<file path="src/rtl/inst_mem_sram_ctrl.sv">
// inst_mem_sram_ctrl: instruction-fetch controller on a shared asynchronous SRAM.
// The IF stage and the MEM stage share one SRAM port. A data access always
// wins arbitration over a fetch. While a fetch is outstanding, IF sees NOP_WORD
// on if_data and if_stall high. Every output comes straight from a flop, so the
// SRAM pins and the pipeline-facing signals are glitch-free.
//
// Handshake semantics:
//   IF side  : if_req is a level. It is sampled only when the controller is
//              IDLE. if_valid is a one-cycle pulse, and if_data carries the
//              fetched word in that cycle only. In every other cycle if_data
//              is NOP_WORD, which gives the pipeline its bubble.
//   MEM side : mem_req is a level. The requester holds it until mem_done.
//              mem_we, mem_addr and mem_wdata are sampled in the same cycle
//              as the accepting edge. mem_done is a one-cycle pulse. For a
//              read, mem_rdata is valid in the mem_done cycle and holds its
//              value afterwards. Once an access has been accepted it always
//              completes, even if mem_req drops.
module inst_mem_sram_ctrl #(
    parameter int                DATA_W      = 16,
    parameter int                ADDR_W      = 18,
    parameter int                WAIT_CYCLES = 1,
    parameter logic [DATA_W-1:0] NOP_WORD    = 16'h0800
) (
    input  logic              clk,
    input  logic              rst,
    // instruction fetch port
    input  logic              if_req,
    input  logic [15:0]       if_addr,
    output logic              if_valid,
    output logic [DATA_W-1:0] if_data,
    output logic              if_stall,
    // data access port
    input  logic              mem_req,
    input  logic              mem_we,
    input  logic [15:0]       mem_addr,
    input  logic [DATA_W-1:0] mem_wdata,
    output logic [DATA_W-1:0] mem_rdata,
    output logic              mem_done,
    // SRAM pins
    output logic [ADDR_W-1:0] sram_addr,
    output logic [DATA_W-1:0] sram_dout,
    input  logic [DATA_W-1:0] sram_din,
    output logic              sram_dq_oe,
    output logic              sram_ce_n,
    output logic              sram_oe_n,
    output logic              sram_we_n,
    // FSM state, exposed for observation
    output logic [2:0]        dbg_state
);

    // The wait counter is 4 bits wide, so at most 15 extra wait cycles fit.
    // CPU addresses are zero-extended onto the SRAM bus and can never be narrowed.
    generate
        if (WAIT_CYCLES < 0 || WAIT_CYCLES > 15) begin : g_bad_wait_cycles
            $error("inst_mem_sram_ctrl: WAIT_CYCLES must be in 0..15");
        end
        if (ADDR_W < 16) begin : g_bad_addr_w
            $error("inst_mem_sram_ctrl: ADDR_W must be at least 16");
        end
    endgenerate

    // Counter value seen on the final cycle of an access phase.
    localparam logic [3:0] WAIT_LAST = 4'(WAIT_CYCLES);

    typedef enum logic [2:0] {
        ST_IDLE     = 3'd0,
        ST_IF_RD    = 3'd1,
        ST_MEM_RD   = 3'd2,
        ST_MEM_WR   = 3'd3,
        ST_WR_RECOV = 3'd4
    } state_e;

    state_e            state_q,     state_d;
    logic [3:0]        cnt_q,       cnt_d;
    logic              if_valid_q,  if_valid_d;
    logic [DATA_W-1:0] if_data_q,   if_data_d;
    logic              if_stall_q,  if_stall_d;
    logic              mem_done_q,  mem_done_d;
    logic [DATA_W-1:0] mem_rdata_q, mem_rdata_d;
    logic [ADDR_W-1:0] sram_addr_q, sram_addr_d;
    logic [DATA_W-1:0] sram_dout_q, sram_dout_d;
    logic              dq_oe_q,     dq_oe_d;
    logic              ce_n_q,      ce_n_d;
    logic              oe_n_q,      oe_n_d;
    logic              we_n_q,      we_n_d;

    logic              phase_last;
    logic [ADDR_W-1:0] if_addr_ext;
    logic [ADDR_W-1:0] mem_addr_ext;

    // This is the final cycle of the current access phase once the counter reaches WAIT_LAST.
    always_comb begin
        phase_last   = (cnt_q == WAIT_LAST);
        if_addr_ext  = ADDR_W'(if_addr);
        mem_addr_ext = ADDR_W'(mem_addr);
    end

    // Arbitration, access sequencing and next values of all registered outputs.
    always_comb begin
        state_d     = state_q;
        cnt_d       = cnt_q;
        if_valid_d  = 1'b0;
        if_data_d   = NOP_WORD;
        mem_done_d  = 1'b0;
        mem_rdata_d = mem_rdata_q;
        sram_addr_d = sram_addr_q;
        sram_dout_d = sram_dout_q;

        case (state_q)
            ST_IDLE: begin
                // A data access wins a tie. The MEM stage is itself stalled
                // behind IF, so the fetch cannot be starved.
                if (mem_req) begin
                    state_d     = mem_we ? ST_MEM_WR : ST_MEM_RD;
                    sram_addr_d = mem_addr_ext;
                    cnt_d       = 4'd0;
                    if (mem_we) begin
                        sram_dout_d = mem_wdata;
                    end
                end else if (if_req) begin
                    state_d     = ST_IF_RD;
                    sram_addr_d = if_addr_ext;
                    cnt_d       = 4'd0;
                end
            end

            ST_IF_RD: begin
                if (phase_last) begin
                    if_data_d  = sram_din;
                    if_valid_d = 1'b1;
                    cnt_d      = 4'd0;
                    state_d    = ST_IDLE;
                end else begin
                    cnt_d = cnt_q + 4'd1;
                end
            end

            ST_MEM_RD: begin
                if (phase_last) begin
                    mem_rdata_d = sram_din;
                    mem_done_d  = 1'b1;
                    cnt_d       = 4'd0;
                    state_d     = ST_IDLE;
                end else begin
                    cnt_d = cnt_q + 4'd1;
                end
            end

            ST_MEM_WR: begin
                if (phase_last) begin
                    cnt_d   = 4'd0;
                    state_d = ST_WR_RECOV;
                end else begin
                    cnt_d = cnt_q + 4'd1;
                end
            end

            ST_WR_RECOV: begin
                // we_n has already risen and the data stays driven for hold time.
                // The write is reported complete as the controller returns to IDLE.
                mem_done_d = 1'b1;
                state_d    = ST_IDLE;
            end

            default: begin
                state_d = ST_IDLE;
                cnt_d   = 4'd0;
            end
        endcase

        // The strobes follow the state being entered, so they are valid
        // from the first cycle of each phase.
        ce_n_d  = (state_d == ST_IDLE);
        oe_n_d  = !((state_d == ST_IF_RD) || (state_d == ST_MEM_RD));
        we_n_d  = (state_d != ST_MEM_WR);
        dq_oe_d = (state_d == ST_MEM_WR) || (state_d == ST_WR_RECOV);

        // IF may advance only when the bus is free or a fetch has just completed.
        // A MEM access that is about to win the bus also holds IF.
        if_stall_d = (state_d != ST_IDLE) || (mem_req && if_req);
    end

    // State and output registers. An asynchronous reset abandons any access that is in flight.
    always_ff @(posedge clk or negedge rst) begin
        if (!rst) begin
            state_q     <= ST_IDLE;
            cnt_q       <= 4'd0;
            if_valid_q  <= 1'b0;
            if_data_q   <= NOP_WORD;
            if_stall_q  <= 1'b0;
            mem_done_q  <= 1'b0;
            mem_rdata_q <= '0;
            sram_addr_q <= '0;
            sram_dout_q <= '0;
            dq_oe_q     <= 1'b0;
            ce_n_q      <= 1'b1;
            oe_n_q      <= 1'b1;
            we_n_q      <= 1'b1;
        end else begin
            state_q     <= state_d;
            cnt_q       <= cnt_d;
            if_valid_q  <= if_valid_d;
            if_data_q   <= if_data_d;
            if_stall_q  <= if_stall_d;
            mem_done_q  <= mem_done_d;
            mem_rdata_q <= mem_rdata_d;
            sram_addr_q <= sram_addr_d;
            sram_dout_q <= sram_dout_d;
            dq_oe_q     <= dq_oe_d;
            ce_n_q      <= ce_n_d;
            oe_n_q      <= oe_n_d;
            we_n_q      <= we_n_d;
        end
    end

    // Drive the outputs directly from the flops.
    always_comb begin
        if_valid   = if_valid_q;
        if_data    = if_data_q;
        if_stall   = if_stall_q;
        mem_done   = mem_done_q;
        mem_rdata  = mem_rdata_q;
        sram_addr  = sram_addr_q;
        sram_dout  = sram_dout_q;
        sram_dq_oe = dq_oe_q;
        sram_ce_n  = ce_n_q;
        sram_oe_n  = oe_n_q;
        sram_we_n  = we_n_q;
        dbg_state  = state_q;
    end

endmodule

</file>
<file path="config.mk">
export PLATFORM = sky130hd
export DESIGN_NAME = inst_mem_sram_ctrl
export DESIGN_NICKNAME = d
export VERILOG_FILES = /design/src/rtl/inst_mem_sram_ctrl.sv
export SDC_FILE = /design/constraint.sdc
export NUM_CORES = 1
export LEC_CHECK = 0
export BUFFER_PORTS_ARGS = -buffer_cell sky130_fd_sc_hd__buf_2
export CAP_MARGIN = 20
export CELL_PAD_IN_SITES_DETAIL_PLACEMENT = 1
export CELL_PAD_IN_SITES_GLOBAL_PLACEMENT = 1
export CORE_UTILIZATION = 33
export CTS_BUF_LIST = sky130_fd_sc_hd__clkbuf_16
export DETAILED_ROUTE_END_ITERATION = 6
export PLACE_DENSITY_LB_ADDON = 0.05
export RECOVER_POWER = 100
export SYNTH_ARGS = -nofsm -noshare
export SYNTH_HDL_FRONTEND = slang
export SYNTH_SLANG_ARGS = --single-unit
</file>
<file path="constraint.sdc">
create_clock -name clk -period 1.75 [get_ports clk]
set_clock_uncertainty 0.1 [all_clocks]
set_input_delay 0.35 -clock clk [delete_from_list [all_inputs] [get_ports clk]]
set_output_delay 0.35 -clock clk [all_outputs]
set_load 0.03 [all_outputs]
</file>
==> out/metrics.cfg, run 1 <==
[synth]
synth_most_common_cell=dfrtp_1
ys_types=39
synth-async-reset-ratio=1.00
syn_area_per_cell_um2=14.9
yosysTopAreaCellShare=0.566
syn_inst=220
ys_ff_latch=78
synth_edf_count=0
yosysSeqAreaShare=0.598
synthTopCellsByCount=dfrtp_1 (74), mux2_2 (45), and2_1 (15)
synth.area.top_cells=dfrtp_1 (57%), mux2_2 (15%), mux2_4 (4.6%)
syn_area_um2=3270
synth_top_area_cell=dfrtp_1
ys_warn_count=0
synthFlopType=dfrtp_1

[drt]
drc=0
vias=2327
drtPass1Iterations=4
viasPerCell=4.55
wirelength_um=7720
wl_per_cell_um=15.1
ant_nets=0
first_iter_violations=41

[sta]
finalSetupViolCount=0
finalMaxSlewViolations=0
max_slew.worst_pin.slew_ps=744
fmaxAchievable_mhz=578
period_share=0.988
hold_viol=0
whs_ps=143
slew_headroom=0.504
rsz0062_at_grt=true
min_period_ps=1730

[power]
p_leak_uw=0.00205
total_power_uw=8990
p_per_area_nw_per_um2=2000
combPwrFrac=0.446
p_switching_uw=3720
clockPowerShare=0.222
ir_drop_uv=680
p_sw_frac=0.414
intPower_uw=5270
p_seq_frac=0.332

[worst_setup_path]
critPathLaunch=cnt_q[1]
timing_worst_setup_path_type=reg -> reg
worst-path-stages=6
endpoint=if_data[0]
critical_path_buf_inv_count=2
cp_top_family=simple AND/OR/NAND/NOR gates
rrSetupSlack_ps=20
crit_path_cell_trace=inv_1, ha_2, or3b_4, nor4_4, buf_12, and2_4
rr_endpoint=if_data[0]
timing.rr.start=cnt_q[1]
r2r_cells=6
cp.arrival_ps=1900
critPathCaptureType=flip-flop
cp-start-kind=flip-flop
cp_slowest_stage_delay_ps=420
crit_slowest_cell=or3b_4
crit_fanout=17
cp.required_ps=1920

[floorplanning]
die_y_um=102
die-area_um2=10300
start_util=0.348
core_um2=9420
io_pins=145
num_rows=35
fp.dieW_um=102

[cts]
cts_num_sinks=78
clockBufferDepth=2
htreeDepth=3
cts_tree=done
cts_buffers=9
post_cts_buffers=0
clock_latency_ps=320
cts_root_buf=clkbuf_16
clk_pin_slew_ps=60

[finish]
final_area_um2=4500
area_delta_synth_final_pct=37.3
fill_cells=1036
nets=448
n_antenna_cell=0
seqCellArea_um2=1960
drive_gt1_frac=0.437
multiInputGateArea_um2=1240

[run]
maxCapViolCount=0

[place]
place_area_um2=4260
portBuffers=142
place_congestion=0.716
place_hpwl_um=5570

[global_routing]
grt_util_all_layers=0.162
grt_overflow=0
grt_max_degree=79
antenna_found_initial=0
grt_pass1_wl_um=12700
grt_pass1_vias=2507

[outcome]
status=finished clean

[worst_hold_path]
hold_class=in -> reg

==> metal layers <==
| metal | vias up | wire length, um | GRT usage |
|---|---|---|---|
| met4 | 0 | 139 | 0.0725 |
| met5 | - | 0 | 0 |
| met1 | 1160 | 3340 | 0.206 |
| li1 | 1079 | - | - |
| met3 | 13 | 511 | 0.0490 |
| met2 | 75 | 3730 | 0.255 |
==> registers in the layout, summed over array words and instances (netlist names) <==
| signal | count |
|---|---|
| if_valid | 1 |
| mem_done | 1 |
| if_stall | 1 |
| sram_addr | 16 |
| cnt_q | 4 |
| sram_dout | 16 |
| sram_we_n | 1 |
| dbg_state | 3 |
| sram_dq_oe | 1 |
| mem_rdata | 16 |
| sram_oe_n | 1 |
| if_data | 16 |
| sram_ce_n | 1 |
==> through the flow <==
stage / utilization / setup WS [ps] / TNS, ps / cells
after detailed placement: 0.452 / 13.2 / 0 / 494
after CTS: 0.488 / 0.394 / 0 / 511
after global routing: 0.477 / -51.2 / -1090 / 511
after global placement: 0.452 / 74.6 / 0 / 494
after floorplan: - / -55.2 / -1030 / 221
final: 0.477 / 20.9 / 0 / 511
==> worst min-delay path by stage <==
stage | startpoint | to | depth (start not counted)
floorplan | rst | cnt_q[0] | 0
global placement | rst | sram_addr[0] | 2
detailed placement | rst | sram_addr[0] | 2
CTS | sram_din[4] | if_data[4] | 2
global route | mem_wdata[1] | sram_dout[1] | 2
finish | sram_din[4] | if_data[4] | 2
==> power by group through the flow <==
stage	registers [uW]	clock network, uW	logic [uW]
3_3_place_gp	2980	0	4220
2_1_floorplan	4390	0	1510
5_1_grt	3100	2120	4300
6_report	2980	2000	4010
4_1_cts	2980	2050	4290
3_5_place_dp	2990	0	4280
==> cells by family after synthesis <==
family,Yosys count,share of synthesized area
XOR/XNOR,2,0.00535
flip-flops,78,0.598
multiplexers,65,0.235
buffers and inverters,16,0.0298
AND/OR/NAND/NOR,41,0.0909
adder cells (fa/ha/maj),2,0.00764
AO/OA/AOI/OAI,15,0.0325
other,1,0.00115
==> worst reg2reg max path: stages, from the launching register on <==
cell,delay [ps]
dfrtp_1,370
inv_1,60
ha_2,180
or3b_4,420
nor4_4,210
buf_12,180
and2_4,140
==> cell type report <==
| cell class | count | share of cell area |
|---|---|---|
| Sequential cell | 78 | 0.435 |
| Multi-Input combinational cell | 127 | 0.275 |
| Tap cell | 129 | 0.0359 |
| Clock inverter | 7 | 0.0217 |
| Clock buffer | 9 | 0.0501 |
| Inverter | 4 | 0.00334 |
| Timing Repair Buffer | 157 | 0.178 |
==> cell usage in the layout (no fill, tap or decap), types with 3 or more instances in the layout <==
cell,instances
clkbuf_1,72
and2_1,13
dfstp_2,4
nand2b_1,3
dfrtp_1,74
mux2_4,10
clkbuf_16,9
inv_1,5
mux2_2,45
buf_4,7
nor2_1,6
mux2_1,10
buf_12,5
nand2_1,4
buf_2,69
==> repair_timing <==
action,in CTS,in global routing
endpoints found under the setup margin,1,24
gates resized for setup,2,1
endpoints found under the hold margin,74,0
hold buffers,1,0
pin swaps,1,0
Note: power is estimated with default switching activity, not from simulation.
==> run 2: changes to the inputs <==
BUFFER_PORTS_ARGS = -buffer_cell sky130_fd_sc_hd__buf_4   (was -buffer_cell sky130_fd_sc_hd__buf_2)
CORE_UTILIZATION = 37   (was 33)
clock period = 1.6 ns   (was 1.75 ns; I/O delays follow)
==> run 2 against run 1 <==
Net effect:
- the flow now finishes with violations (setup timing)
- sequential power grew 11%
- sequential share of layout area shrank 4.1 points
- maximum frequency is 1.2% lower
- die area shrank 11%
- global-route usage is 3.7 points higher
- register-to-register slack got worse by 170 ps
- clock power is 16% higher
- count of clock-buffer cells in the layout unchanged
- hold slack worse by 42 ps
- final area rose by 11%
- first-iteration DRC count increased by 9.8%
- critical endpoint is now if_data[1]
- largest cell class unchanged
==> out/metrics.cfg, run 2 (synthesis results as in run 1) <==
[drt]
viasPerCell=4.87
drc=0
first_iter_violations=45
wl_per_cell_um=18.3
ant_nets=0
vias=2447
drtPass1Iterations=4
wirelength_um=9200

[worst_setup_path]
crit_fanout=8
timing_worst_setup_path_type=reg -> reg
critPathLaunch=cnt_q[0]
cp-start-kind=flip-flop
crit_path_cell_trace=ha_4, or3b_4, nor4_4, buf_4, clkbuf_16, and2_4
critPathCaptureType=flip-flop
cp_slowest_stage_delay_ps=440
cp.arrival_ps=1920
cp.required_ps=1770
timing.rr.start=cnt_q[0]
crit_slowest_cell=dfrtp_1

[run]
maxCapViolCount=0

[sta]
layout_setup_ws_ps=-151
fmaxAchievable_mhz=571
max_slew.worst_pin.slew_ps=594
finalSetupViolCount=46
hold_viol=0
period_share=1.09
min_period_ps=1750
slew_headroom=0.604
finalMaxSlewViolations=0
rsz0062_at_grt=true

[worst_hold_path]
worstHoldStart=sram_din[11]
hold_class=in -> reg

[finish]
n_antenna_cell=0
seqCellArea_um2=1960
fill_cells=884
final_area_um2=4970
area_delta_synth_final_pct=51.9
final_common_cell=buf_4
drive_gt1_frac=0.526
nets=463
final_cell_mix=buf_4 (93), dfrtp_1 (72), clkbuf_1 (64), mux2_2 (39), mux2_4 (26)
multiInputGateArea_um2=1380

[power]
p_sw_frac=0.400
ir_drop_uv=940
p_seq_frac=0.301
combPwrFrac=0.487
p_per_area_nw_per_um2=2200
total_power_uw=11000
p_switching_uw=4390
p_leak_uw=0.00230
clockPowerShare=0.212
intPower_uw=6570

[cts]
htreeDepth=3
cts_num_sinks=78
cts_root_buf=clkbuf_16
clock_latency_ps=330
cts_tree=done
clockBufferDepth=2
cts_buffers=9
clk_pin_slew_ps=60

[global_routing]
antenna_found_initial=0
grt_max_degree=31
grt_util_all_layers=0.199
grt_pass1_vias=2720
grt_overflow=0
grt_pass1_wl_um=13600

[floorplanning]
start_util=0.391
die_y_um=96.1
num_rows=33
core_um2=8380
io_pins=145
fp.dieW_um=96.1
die-area_um2=9230

[place]
place_area_um2=4640
place_congestion=0.803
portBuffers=142
place_hpwl_um=6260

[outcome]
violations=setup timing
status=finished with violations

## run 2: path summary, 6_finish.rpt
check                           cells after the start  slack (ps)             to
worst max-delay path                                6        -150     if_data[1]
worst min-delay path                                2         100    if_data[11]
worst max register to register                      6        -150     if_data[1]
worst min register to register                      1         400  sram_dout[13]
max in group asynchronous                           3         140    if_data[11]
min in group asynchronous                           2         430       mem_done
## run 2: what timing repair did
item                       4_1_cts  5_1_grt
buffers inserted                 2        5
setup endpoints to repair       55       45
pin swaps                        1        6
cloned                           0        2
gates resized for setup          7       27
hold endpoints to repair        21        0
hold buffers                     1        0
## run 2: power groups by stage
stage	combinational, uW	sequential, uW	clock (uW)
2_1_floorplan	1650	4810	0
3_3_place_gp	5160	3270	0
3_5_place_dp	5260	3320	0
4_1_cts	5400	3310	2350
5_1_grt	5660	3420	2450
6_report	5340	3300	2320
## run 2: worst max-delay path: cells and delay by family, from the launching register on
family / cells / cell delay [ps]
simple gates: 3 / 650
flops: 1 / 440
buf+inv: 2 / 330
fa+ha+maj: 1 / 170
## run 2: routing by layer
metal | GRT usage | routed length [um] | vias to the layer above
met3 | 0.0553 | 570 | 17
met4 | 0.0684 | 194 | 0
met5 | 0 | 0 | -
li1 | - | - | 1109
met2 | 0.352 | 4830 | 88
met1 | 0.229 | 3600 | 1233
## run 2: final cells by class
type                       instances  area share
clock inverter                     7      0.0229
multi-input combinational        127       0.277
timing repair buffer             172       0.232
sequential                        78       0.394
tap                              105      0.0264
inverter                           4     0.00302
clock buffer                       9      0.0453
## run 2: stage by stage
stage / instances / hold WS, ps / setup slack [ps] / utilization / setup TNS [ps]
finish: 502 / 101 / -151 / 0.593 / -3860
global route: 502 / 102 / -232 / 0.593 / -7510
CTS: 495 / 100 / -154 / 0.602 / -3950
detailed placement: 476 / 150 / -136 / 0.554 / -3880
global placement: 476 / 147 / -39.0 / 0.554 / -1050
floorplan: 221 / -75.6 / -205 / - / -7140
==> run 3: changes to the inputs <==
CAP_MARGIN = unset   (was 20)
TNS_END_PERCENT = 50   (was unset)
==> run 3 against run 2 <==
Net effect:
- the flow still finishes with violations (setup timing)
- sequential cell count unchanged
- power shrank 11%
- critical path type unchanged
- count of clock-buffer cells in the layout stayed put
- highest routed layer unchanged
- largest cell class unchanged
==> out/metrics.cfg, run 3 (synthesis results as in run 1) <==
[sta]
layout_setup_ws_ps=-110
slew_headroom=0.538
hold_viol=0
max_slew.worst_pin.slew_ps=693
min_period_ps=1710
period_share=1.07
whs_ps=100
fmaxAchievable_mhz=585
finalSetupViolCount=35
rsz0062_at_grt=true
finalSetupTns_ps=-2890
finalMaxSlewViolations=0

[cts]
clock_latency_ps=330
cts_root_buf=clkbuf_16
cts_buffers=9
clockBufferDepth=2
htreeDepth=3
cts_num_sinks=78
cts_tree=done
clk_pin_slew_ps=60

[floorplanning]
die_y_um=96.1
core_um2=8380
fp.dieW_um=96.1
start_util=0.391
num_rows=33
die-area_um2=9230
io_pins=145

[drt]
drtPass1Iterations=4
drc=0
viasPerCell=4.78
wl_per_cell_um=16.3
first_iter_violations=53
ant_nets=0
wirelength_um=7990
vias=2345

[global_routing]
gr-usage-met1=0.222
use_met2=0.315
top_usage_layer=met2
grt_pass1_vias=2599
grt_util_all_layers=0.186
grt_pass1_wl_um=12700
grt_overflow=0
grt_use_met3=0.0671
antenna_found_initial=0
grt_max_degree=79

[worst_hold_path]
worstHoldStart=sram_din[11]
hold_class=in -> reg
whs_endpoint=if_data[11]
hold_path_depth=2

[power]
ir_drop_uv=981
p_per_area_nw_per_um2=2090
p_leak_uw=0.00212

[finish]
fin_cells=491
area_delta_synth_final_pct=42.5
final_common_cell=buf_4
nets=452
drive_gt1_frac=0.479
final_cell_mix=buf_4 (82), dfrtp_1 (72), clkbuf_1 (65), mux2_2 (45), and2_1 (15)
fin_util=0.557
n_antenna_cell=0

[worst_setup_path]
cp_top_family=simple AND/OR/NAND/NOR gates
rrSetupSlack_ps=-110
cp-start-kind=flip-flop
critical_path_buf_inv_count=2
r2r_cells=6
cp.arrival_ps=1820
cp_slowest_stage_delay_ps=380
crit_fanout=16
crit_path_cell_trace=inv_1, ha_2, nor3b_4, nand4_4, buf_12, mux2_4
critPathCaptureType=flip-flop
timing_worst_setup_path_type=reg -> reg
rr_endpoint=mem_rdata[8]
crit_slowest_cell=dfrtp_1
timing.rr.start=cnt_q[1]
cp.required_ps=1710

[place]
dpl.cell_count=474
place_hpwl_um=5890
portBuffers=142
place_congestion=0.755

[outcome]
violations=setup timing
status=finished with violations

[run]
maxCapViolCount=0

-- run 3: cell count changes in the layout (fill, tap and decap cells not counted), moves of 2 or more --
cell	previous run	this run
a2111oi_0	0	2
bufinv_16	3	0
clkbuf_2	4	6
mux2_4	26	10
clkinvlp_4	1	5
buf_4	93	82
mux2_1	0	10
and2_4	2	0
a2111oi_1	2	0
mux2_2	39	45
and2_1	13	15
clkbuf_16	11	9
buf_6	3	1
-- run 3: per-layer routing --
layer  part of all wire  wire length [um]
met1               0.40              3200
met2               0.51              4090
met3              0.072               577
met4              0.015               121
met5                  0                 0
-- run 3: power breakdown --
| part | switching (uW) | internal, uW |
|---|---|---|
| clock | 809 | 1050 |
| combinational | 2900 | 1760 |
| sequential | 422 | 2820 |
| total | 4130 | 5630 |
-- run 3: layout make-up --
class / instances / area, um2
sequential: 78 / 1960
fill: 892 / 3710
clock inverter: 7 / 50.0
inverter: 4 / 15.0
tap: 105 / 131
multi-input combinational: 127 / 1270
timing repair buffer: 161 / 1020
clock buffer: 9 / 225
-- run 3: stage by stage --
| step | power [uW] | cell area, um2 | worst slack (ps) |
|---|---|---|---|
| floorplan | 6450 | 3290 | -205 |
| CTS | 10500 | 4920 | -125 |
| global placement | 8410 | 4610 | -45.0 |
| global route | 10300 | 4670 | -192 |
| detailed placement | 8530 | 4610 | -92.5 |
| finish | 9760 | 4670 | -110 |
-- run 3: how the worst max path moves through the flow --
| stage | depth (start not counted) | from | to |
|---|---|---|---|
| floorplan | 4 | dbg_state[0] | sram_addr[10] |
| global placement | 6 | cnt_q[1] | if_data[9] |
| detailed placement | 6 | cnt_q[1] | mem_rdata[12] |
| CTS | 6 | cnt_q[1] | mem_rdata[8] |
| global route | 6 | cnt_q[1] | if_data[6] |
| finish | 6 | cnt_q[1] | mem_rdata[8] |
-- run 3: timing repair --
item | CTS | global route
pin swaps | 1 | 0
gates resized for setup | 4 | 4
hold endpoints to repair | 74 | 0
setup endpoints to repair | 42 | 57
setup buffers | 0 | 0
hold buffers | 1 | 0
